<file path="src/rtl/alu_issue_stage.sv">
// ID/EX issue register feeding the ALU: decodes opcode/funct3/funct7[5] into an ALU
// operation, selects SrcA/SrcB, and holds the result in one pipeline register.
module alu_issue_stage #(
  parameter int DATA_WIDTH    = 32,
  parameter int OPCODE_LENGTH = 4,
  parameter int SHAMT_W       = 5
) (
  input  logic                     clk,
  input  logic                     reset,
  input  logic                     in_valid,
  output logic                     in_ready,
  input  logic [6:0]               opcode,
  input  logic [2:0]               funct3,
  input  logic                     funct7b5,
  input  logic [DATA_WIDTH-1:0]    rs1_data,
  input  logic [DATA_WIDTH-1:0]    rs2_data,
  input  logic [DATA_WIDTH-1:0]    imm,
  input  logic [DATA_WIDTH-1:0]    pc,
  input  logic                     ex_ready,
  input  logic                     flush,
  output logic                     ex_valid,
  output logic [DATA_WIDTH-1:0]    SrcA,
  output logic [DATA_WIDTH-1:0]    SrcB,
  output logic [OPCODE_LENGTH-1:0] Operation,
  output logic                     ex_illegal,
  output logic [7:0]               illegal_count
);

  localparam logic [6:0] OPC_R      = 7'b0110011;
  localparam logic [6:0] OPC_I      = 7'b0010011;
  localparam logic [6:0] OPC_LOAD   = 7'b0000011;
  localparam logic [6:0] OPC_STORE  = 7'b0100011;
  localparam logic [6:0] OPC_BRANCH = 7'b1100011;
  localparam logic [6:0] OPC_JAL    = 7'b1101111;
  localparam logic [6:0] OPC_JALR   = 7'b1100111;

  localparam logic [OPCODE_LENGTH-1:0] OP_AND = OPCODE_LENGTH'(4'b0000);
  localparam logic [OPCODE_LENGTH-1:0] OP_OR  = OPCODE_LENGTH'(4'b0001);
  localparam logic [OPCODE_LENGTH-1:0] OP_ADD = OPCODE_LENGTH'(4'b0010);
  localparam logic [OPCODE_LENGTH-1:0] OP_SUB = OPCODE_LENGTH'(4'b0011);
  localparam logic [OPCODE_LENGTH-1:0] OP_SLL = OPCODE_LENGTH'(4'b0100);
  localparam logic [OPCODE_LENGTH-1:0] OP_SRL = OPCODE_LENGTH'(4'b0101);
  localparam logic [OPCODE_LENGTH-1:0] OP_SRA = OPCODE_LENGTH'(4'b0111);
  localparam logic [OPCODE_LENGTH-1:0] OP_EQ  = OPCODE_LENGTH'(4'b1000);
  localparam logic [OPCODE_LENGTH-1:0] OP_NE  = OPCODE_LENGTH'(4'b1001);
  localparam logic [OPCODE_LENGTH-1:0] OP_LT  = OPCODE_LENGTH'(4'b1011);
  localparam logic [OPCODE_LENGTH-1:0] OP_XOR = OPCODE_LENGTH'(4'b1101);
  localparam logic [OPCODE_LENGTH-1:0] OP_JAL = OPCODE_LENGTH'(4'b1110);
  localparam logic [OPCODE_LENGTH-1:0] OP_GE  = OPCODE_LENGTH'(4'b1111);

  logic                     ex_valid_q, ex_illegal_q;
  logic [DATA_WIDTH-1:0]    src_a_q, src_b_q;
  logic [OPCODE_LENGTH-1:0] op_q;
  logic [7:0]               illegal_count_q;

  logic                     dec_ill;
  logic [OPCODE_LENGTH-1:0] dec_op;
  logic [DATA_WIDTH-1:0]    dec_a, dec_b;
  logic [DATA_WIDTH-1:0]    alu_b_raw, alu_shamt;
  logic                     accept;

  // Handshake: upstream transfers when in_valid && in_ready; the held entry leaves
  // when ex_valid && ex_ready. A stalled entry never blocks its own consumption.
  assign in_ready = !ex_valid_q || ex_ready;
  assign accept   = in_valid && in_ready;

  assign alu_b_raw = (opcode == OPC_R) ? rs2_data : imm;
  assign alu_shamt = {{(DATA_WIDTH-SHAMT_W){1'b0}}, alu_b_raw[SHAMT_W-1:0]};

  always_comb begin
    dec_ill = 1'b0;
    dec_op  = OP_AND;
    dec_a   = '0;
    dec_b   = '0;
    case (opcode)
      OPC_R, OPC_I: begin
        dec_a = rs1_data;
        dec_b = alu_b_raw;
        case (funct3)
          3'b000: dec_op = (opcode == OPC_R && funct7b5) ? OP_SUB : OP_ADD;
          3'b001: begin dec_op = OP_SLL; dec_b = alu_shamt; end
          3'b010: dec_op = OP_LT;
          3'b100: dec_op = OP_XOR;
          3'b101: begin dec_op = funct7b5 ? OP_SRA : OP_SRL; dec_b = alu_shamt; end
          3'b110: dec_op = OP_OR;
          3'b111: dec_op = OP_AND;
          default: dec_ill = 1'b1;
        endcase
      end
      OPC_LOAD, OPC_STORE: begin
        dec_op = OP_ADD;
        dec_a  = rs1_data;
        dec_b  = imm;
      end
      OPC_BRANCH: begin
        dec_a = rs1_data;
        dec_b = rs2_data;
        case (funct3)
          3'b000:  dec_op = OP_EQ;
          3'b001:  dec_op = OP_NE;
          3'b100:  dec_op = OP_LT;
          3'b101:  dec_op = OP_GE;
          default: dec_ill = 1'b1;
        endcase
      end
      OPC_JAL, OPC_JALR: begin
        dec_op = OP_JAL;
        dec_a  = pc;
        dec_b  = imm;
      end
      default: dec_ill = 1'b1;
    endcase
    // Illegal entries present a clean all-zero operation to the ALU.
    if (dec_ill) begin
      dec_op = OP_AND;
      dec_a  = '0;
      dec_b  = '0;
    end
  end

  always_ff @(posedge clk) begin
    if (reset) begin
      ex_valid_q      <= 1'b0;
      ex_illegal_q    <= 1'b0;
      src_a_q         <= '0;
      src_b_q         <= '0;
      op_q            <= OP_AND;
      illegal_count_q <= 8'd0;
    end else if (flush) begin
      ex_valid_q   <= 1'b0;
      ex_illegal_q <= 1'b0;
    end else if (accept) begin
      ex_valid_q   <= 1'b1;
      ex_illegal_q <= dec_ill;
      src_a_q      <= dec_a;
      src_b_q      <= dec_b;
      op_q         <= dec_op;
      if (dec_ill && illegal_count_q != 8'hFF) illegal_count_q <= illegal_count_q + 8'd1;
    end else if (ex_ready) begin
      ex_valid_q <= 1'b0;
    end
  end

  assign ex_valid      = ex_valid_q;
  assign ex_illegal    = ex_illegal_q;
  assign SrcA          = src_a_q;
  assign SrcB          = src_b_q;
  assign Operation     = op_q;
  assign illegal_count = illegal_count_q;

endmodule

</file>
<file path="config.mk">
export PLATFORM = sky130hd
export DESIGN_NAME = alu_issue_stage
export DESIGN_NICKNAME = d
export VERILOG_FILES = /design/src/rtl/alu_issue_stage.sv
export SDC_FILE = /design/constraint.sdc
export NUM_CORES = 1
export LEC_CHECK = 0
export ABC_AREA = 1
export BUFFER_PORTS_ARGS = -buffer_cell sky130_fd_sc_hd__buf_2
export CAP_MARGIN = 0
export CORE_MARGIN = 5
export CORE_UTILIZATION = 51
export DETAILED_ROUTE_END_ITERATION = 7
export GPL_ROUTABILITY_DRIVEN = 0
export MAX_ROUTING_LAYER = met4
export PLACE_DENSITY = 0.87
export SYNTH_ARGS = -nofsm -noshare
export SYNTH_HDL_FRONTEND = slang
export SYNTH_SLANG_ARGS = --single-unit
</file>
<file path="constraint.sdc">
create_clock -name clk -period 2.3 [get_ports clk]
set_input_delay 0.23 -clock clk [delete_from_list [all_inputs] [get_ports clk]]
set_output_delay 0.23 -clock clk [all_outputs]
set_load 0.01 [all_outputs]
</file>
; Word-level counts from Yosys, hierarchy flattened
; Cells that the tools add are included.
[classes]
bitwise = 1
n_addsub = 1
n_eq_ne = 14
n_reduce_logical = 18
n_mux = 17
[ops]
columns = operator, count
row1 = 2-to-1 mux 32 bit, 4
row2 = case mux 32 bit (3 select lines), 1
row3 = case mux 32 bit (2 select lines), 1
row4 = case mux 4 bit (4 select lines), 2
row5 = case mux 4 bit (6 select lines), 1
row6 = "equality test 7 bit, second input constant", 3
row7 = "equality test 7 x 6 -> 1 bit, second input constant", 2
row8 = "equality test 3 bit, second input constant", 4
row9 = OR reduction 2 bit, 5
row10 = "adder 8 x 1 -> 8 bit, second input constant", 1
row11 = "!= test 8 bit, second input constant", 1
row12 = OR reduction 4 bit, 2
row13 = "equality test 7 x 2 -> 1 bit, second input constant", 1
row14 = "equality test 7 x 5 -> 1 bit, second input constant", 1
row15 = OR reduction 7 bit, 1
row16 = 2-to-1 mux 1 bit, 5
row17 = OR reduction 5 bit, 1
row18 = 2-to-1 mux 4 bit, 1
row19 = "equality test 3 x 1 -> 1 bit, second input constant", 1
row20 = "equality test 3 x 2 -> 1 bit, second input constant", 1
row21 = logical AND 1 bit, 3
row22 = zero test 3 bit, 1
row23 = case mux 1 bit (3 select lines), 1
row24 = AND reduction 3 bit, 1
row25 = other kinds (6), 6
[word_totals]
out_inout_bits = 79
ff_bits = 78
in_bits = 144
elab_cells = 57

; Depth between registers and ports, before layout
[logic_depth]
depth_word = 6
depth_mapped = 10

; Worst setup path before layout
; No wires, ideal clock.
[synth_timing]
kind = register -> register
start = reg illegal_count_q[0], in the netlist illegal_count[0]
end = reg illegal_count_q[6], in the netlist illegal_count[6]
setup_ps = 70
path_stages_with_launch = 8
slack_ps = 695
t_required_ps = 2230
arrival_ps = 1535
path_cell_list = dfxtp_1 ha_1 nand2_1 nor3b_1 a21oi_2 nand2_1 nand2_1 a21oi_1
[synth_via]
elab_chain_cells = 3
[synth_lines]
columns = element, line_no
row1 = start: declaration, 54  ; logic [7:0] illegal_count_q;
row2 = start signal: assignment, 138  ; if (dec_ill && illegal_count_q != 8'hFF) illegal_count_q <= illegal_count_q + 8'd1;
row3 = "parallel branches: the longest is 3 deep, another holds adder 8 x 1 -> 8 bit", -
; Parallel ways; which one is timed is not known.
; A chain may end at the register's enable or synchronous reset.

; Worst setup path in the final report
[layout_timing]
start = reg ex_valid_q, in the netlist ex_valid
end = reg illegal_count_q[1], in the netlist illegal_count[1]
[layout_via]
elab_chain_cells = 4
[layout_lines]
columns = element, line_no
row1 = start: declaration, 51  ; logic ex_valid_q, ex_illegal_q;
row2 = start signal: assignment, 123  ; ex_valid_q <= 1'b0;
row3 = start signal: assignment, 130  ; ex_valid_q <= 1'b0;
row4 = start signal: assignment, 133  ; ex_valid_q <= 1'b1;
row5 = zero test 1 bit, 64  ; assign in_ready = !ex_valid_q || ex_ready;
row6 = logical OR 1 bit, 64
row7 = logical AND 1 bit, 65  ; assign accept = in_valid && in_ready;
row8 = AND reduction 3 bit (no source line), -
; No other way between the ends.

==> results.cfg <==
[synth]
yosys.cell_types.count = 24
synth-edff-count = 0
ys.flop_type = dfxtp_1
avgSynthCellArea_um2 = 5.958
syn_inst = 778
yosys_warnings = 0
syn_nets = 923
post-synth-top-count-cell = nand2_1
synth_top_area_share_pct = 33.68
netlist_area_mm2 = 0.004636
synthArstFlopShare_pct = 0
yosys-top-cells-count = nand2_1 (293), inv_1 (109), nand3_1 (94), a21oi_1 (79), dfxtp_1 (78)
yosys-top-cells-area = dfxtp_1 (34%), nand2_1 (24%), nand3_1 (10%)
ys_seq_area_share_pct = 33.68
synth_seq_cells = 78
netlist.top_cell.by_area = dfxtp_1

[worst_setup_path]
worstPathRequired_ns = 2.52
arrival_ns = 2.00
cp-end-kind = register
cp-start-kind = register
path_class = reg -> reg
timing.rr.start = ex_valid
path_max_fanout = 10
reg2reg_slack_ns = 0.52
r2r-end = illegal_count[1]
worstRegToRegCells = 6

[detailed_routing]
first_iter_violations = 261
wl_per_cell_um = 13.05
avgViaCountPerCell = 5.022
wl_mm = 14.29
vias = 5499
drtAntennaViolNets = 0
dr.pass1.iters = 4
drc = 0

[clock_tree]
cts.reportedPaths.clkPinSlew_ns = 0.08
post_cts_resized = 0
clock-sinks = 78
cts-hold-fix-buffers = 0
clk_latency_ns = 0.35
htree_levels = 3
cts_buffers = 9
cts_tree = done
cts_setup_buffers = 0
cts-root-buf = clkbuf_8
cts_buffer_depth = 2

[die]
top_level_ports = 223
start_util_pct = 52.64
chipHeight_um = 105.3
core_mm2 = 0.008806
row_count = 34
fp.dieW_um = 105.3
dieArea_mm2 = 0.01110

[timing]
skew_ns = 0.004802
worst_pin_slew_ns = 0.5919
fin_tns_setup_ns = 0
min_period_over_period_pct = 77.35
slew_headroom_pct = 60.40
finalSetupViolCount = 0
report.final.hold_viol_count = 0
rsz0062_at_grt = false
period_minus_slack_ns = 1.779
fmax_mhz = 562.1
maxSlewViolCount = 0

[global_routing]
grt_pass1_wl_mm = 22.55
grt_util_all_layers_pct = 25.11
grt-ovfl-total = 0
grt_max_degree = 41
antenna_found_initial = 0
grt_pass1_vias = 4874

[hold_path]
holdPathEnd = ex_valid
hold_path.class = in -> reg
min-delay-start = in_valid
min_path_cells = 3

[final_layout]
stdcell_area_mm2 = 0.005952
fill_cells = 882
layout.nets = 1127
area_delta_synth_final_pct = 28.39
layout-drive-gt1-share_pct = 26.95
final_cells = 1095
diodes = 0

[power_and_ir_drop]
p_sw_uw = 732.1
power.total_mw = 2.651
seqPwrFrac_pct = 51.2
power_density_mw_per_mm2 = 445.5
vdd_drop_max_uv = 268.4
power.internal_mw = 1.919
power_frac_clock_pct = 36.3
p_leak_nw = 3.143
sw_frac_of_total_pct = 27.61
share_comb_of_total_power_pct = 12.5

[job]
maxCapViolCount = 0

[place]
dpl.cell_count = 1079
placed_cell_area_mm2 = 0.005769
portBuffers = 222
dp_hpwl_mm = 10.64

[run_status]
status = finished, final reports clean
## kinds of logic (layout without fill, tap and decap cells)
logic type,count (synthesis),count (layout),synth area share (%)
buf+inv,152,361,13.93
xor+xnor,5,5,0.9446
compound gates,120,120,13.09
flops,78,78,33.68
simple gates,422,422,38.08
fa+ha+maj,1,1,0.2699
## worst max path at each step
stage | depth (start not counted) | to | slack, ns | from
2_1_floorplan | 7 | illegal_count[6] | 0.69 | illegal_count[0]
3_3_place_gp | 11 | SrcB[0] | 0.44 | opcode[2]
3_5_place_dp | 11 | SrcB[22] | 0.37 | opcode[2]
4_1_cts | 6 | illegal_count[5] | 0.51 | ex_valid
5_1_grt | 7 | illegal_count[5] | 0.37 | illegal_count[0]
6_report | 6 | illegal_count[1] | 0.52 | ex_valid
## power groups by stage
stage | clock network (mW) | logic (mW) | registers, mW
6_report | 0.963 | 0.331 | 1.36
5_1_grt | 1.04 | 0.372 | 1.36
4_1_cts | 0.980 | 0.330 | 1.36
3_5_place_dp | 0 | 0.328 | 1.39
3_3_place_gp | 0 | 0.324 | 1.39
2_1_floorplan | 0 | 0.151 | 1.39
## registers in the layout, summed over array words and instances, names as in the netlist
| register | count |
|---|---|
| ex_valid | 1 |
| illegal_count | 8 |
| SrcB | 32 |
| Operation | 4 |
| ex_illegal | 1 |
| SrcA | 32 |
## worst max-delay path: stages, from the launching register on
cell	delay, ns
dfxtp_1	0.32
a21oi_1	0.28
nand2_2	0.21
a21oi_2	0.39
nand2_1	0.27
nand2_1	0.12
a21oi_1	0.06
## layout by cell type, fill, tap and decap left out, types with 2 or more instances in the layout
cell,Yosys,routed
inv_6,0,2
inv_1,109,109
nor2_2,4,5
buf_2,15,222
clkinvlp_4,0,3
nand2_2,4,4
nand3_1,94,94
a21oi_1,79,79
nand2_1,293,293
nand4_1,2,2
o21ai_0,38,38
buf_4,3,13
nand3_2,2,2
clkbuf_8,0,10
xor2_1,5,5
nor3_1,2,2
dfxtp_1,78,78
nor2_1,18,17
## per-stage QoR
step	worst slack [ns]	hold WS, ns	util [%]
after floorplan	0.6948	0.3818	-
after global placement	0.4388	0.4493	65.52
after detailed placement	0.3724	0.4520	65.52
after CTS	0.5134	0.1222	67.59
after global routing	0.3652	0.1480	67.59
final	0.5209	0.1318	67.59
## layout make-up
class	instances	area (µm²)	area share, %
tap	108	135.1	2.270
timing repair buffer	236	1229	20.64
sequential	78	1562	26.24
multi-input combinational	548	2435	40.91
clock buffer	10	137.6	2.312
inverter	109	409.1	6.874
clock inverter	6	45.04	0.7568
## metal layers
layer	wire length (µm)	GRT usage [%]
met2	6931	40.85
met1	5855	30.28
met5	0	-
met4	394	9.560
met3	1107	5.746
No activity file was read; power rests on OpenSTA's default activity.
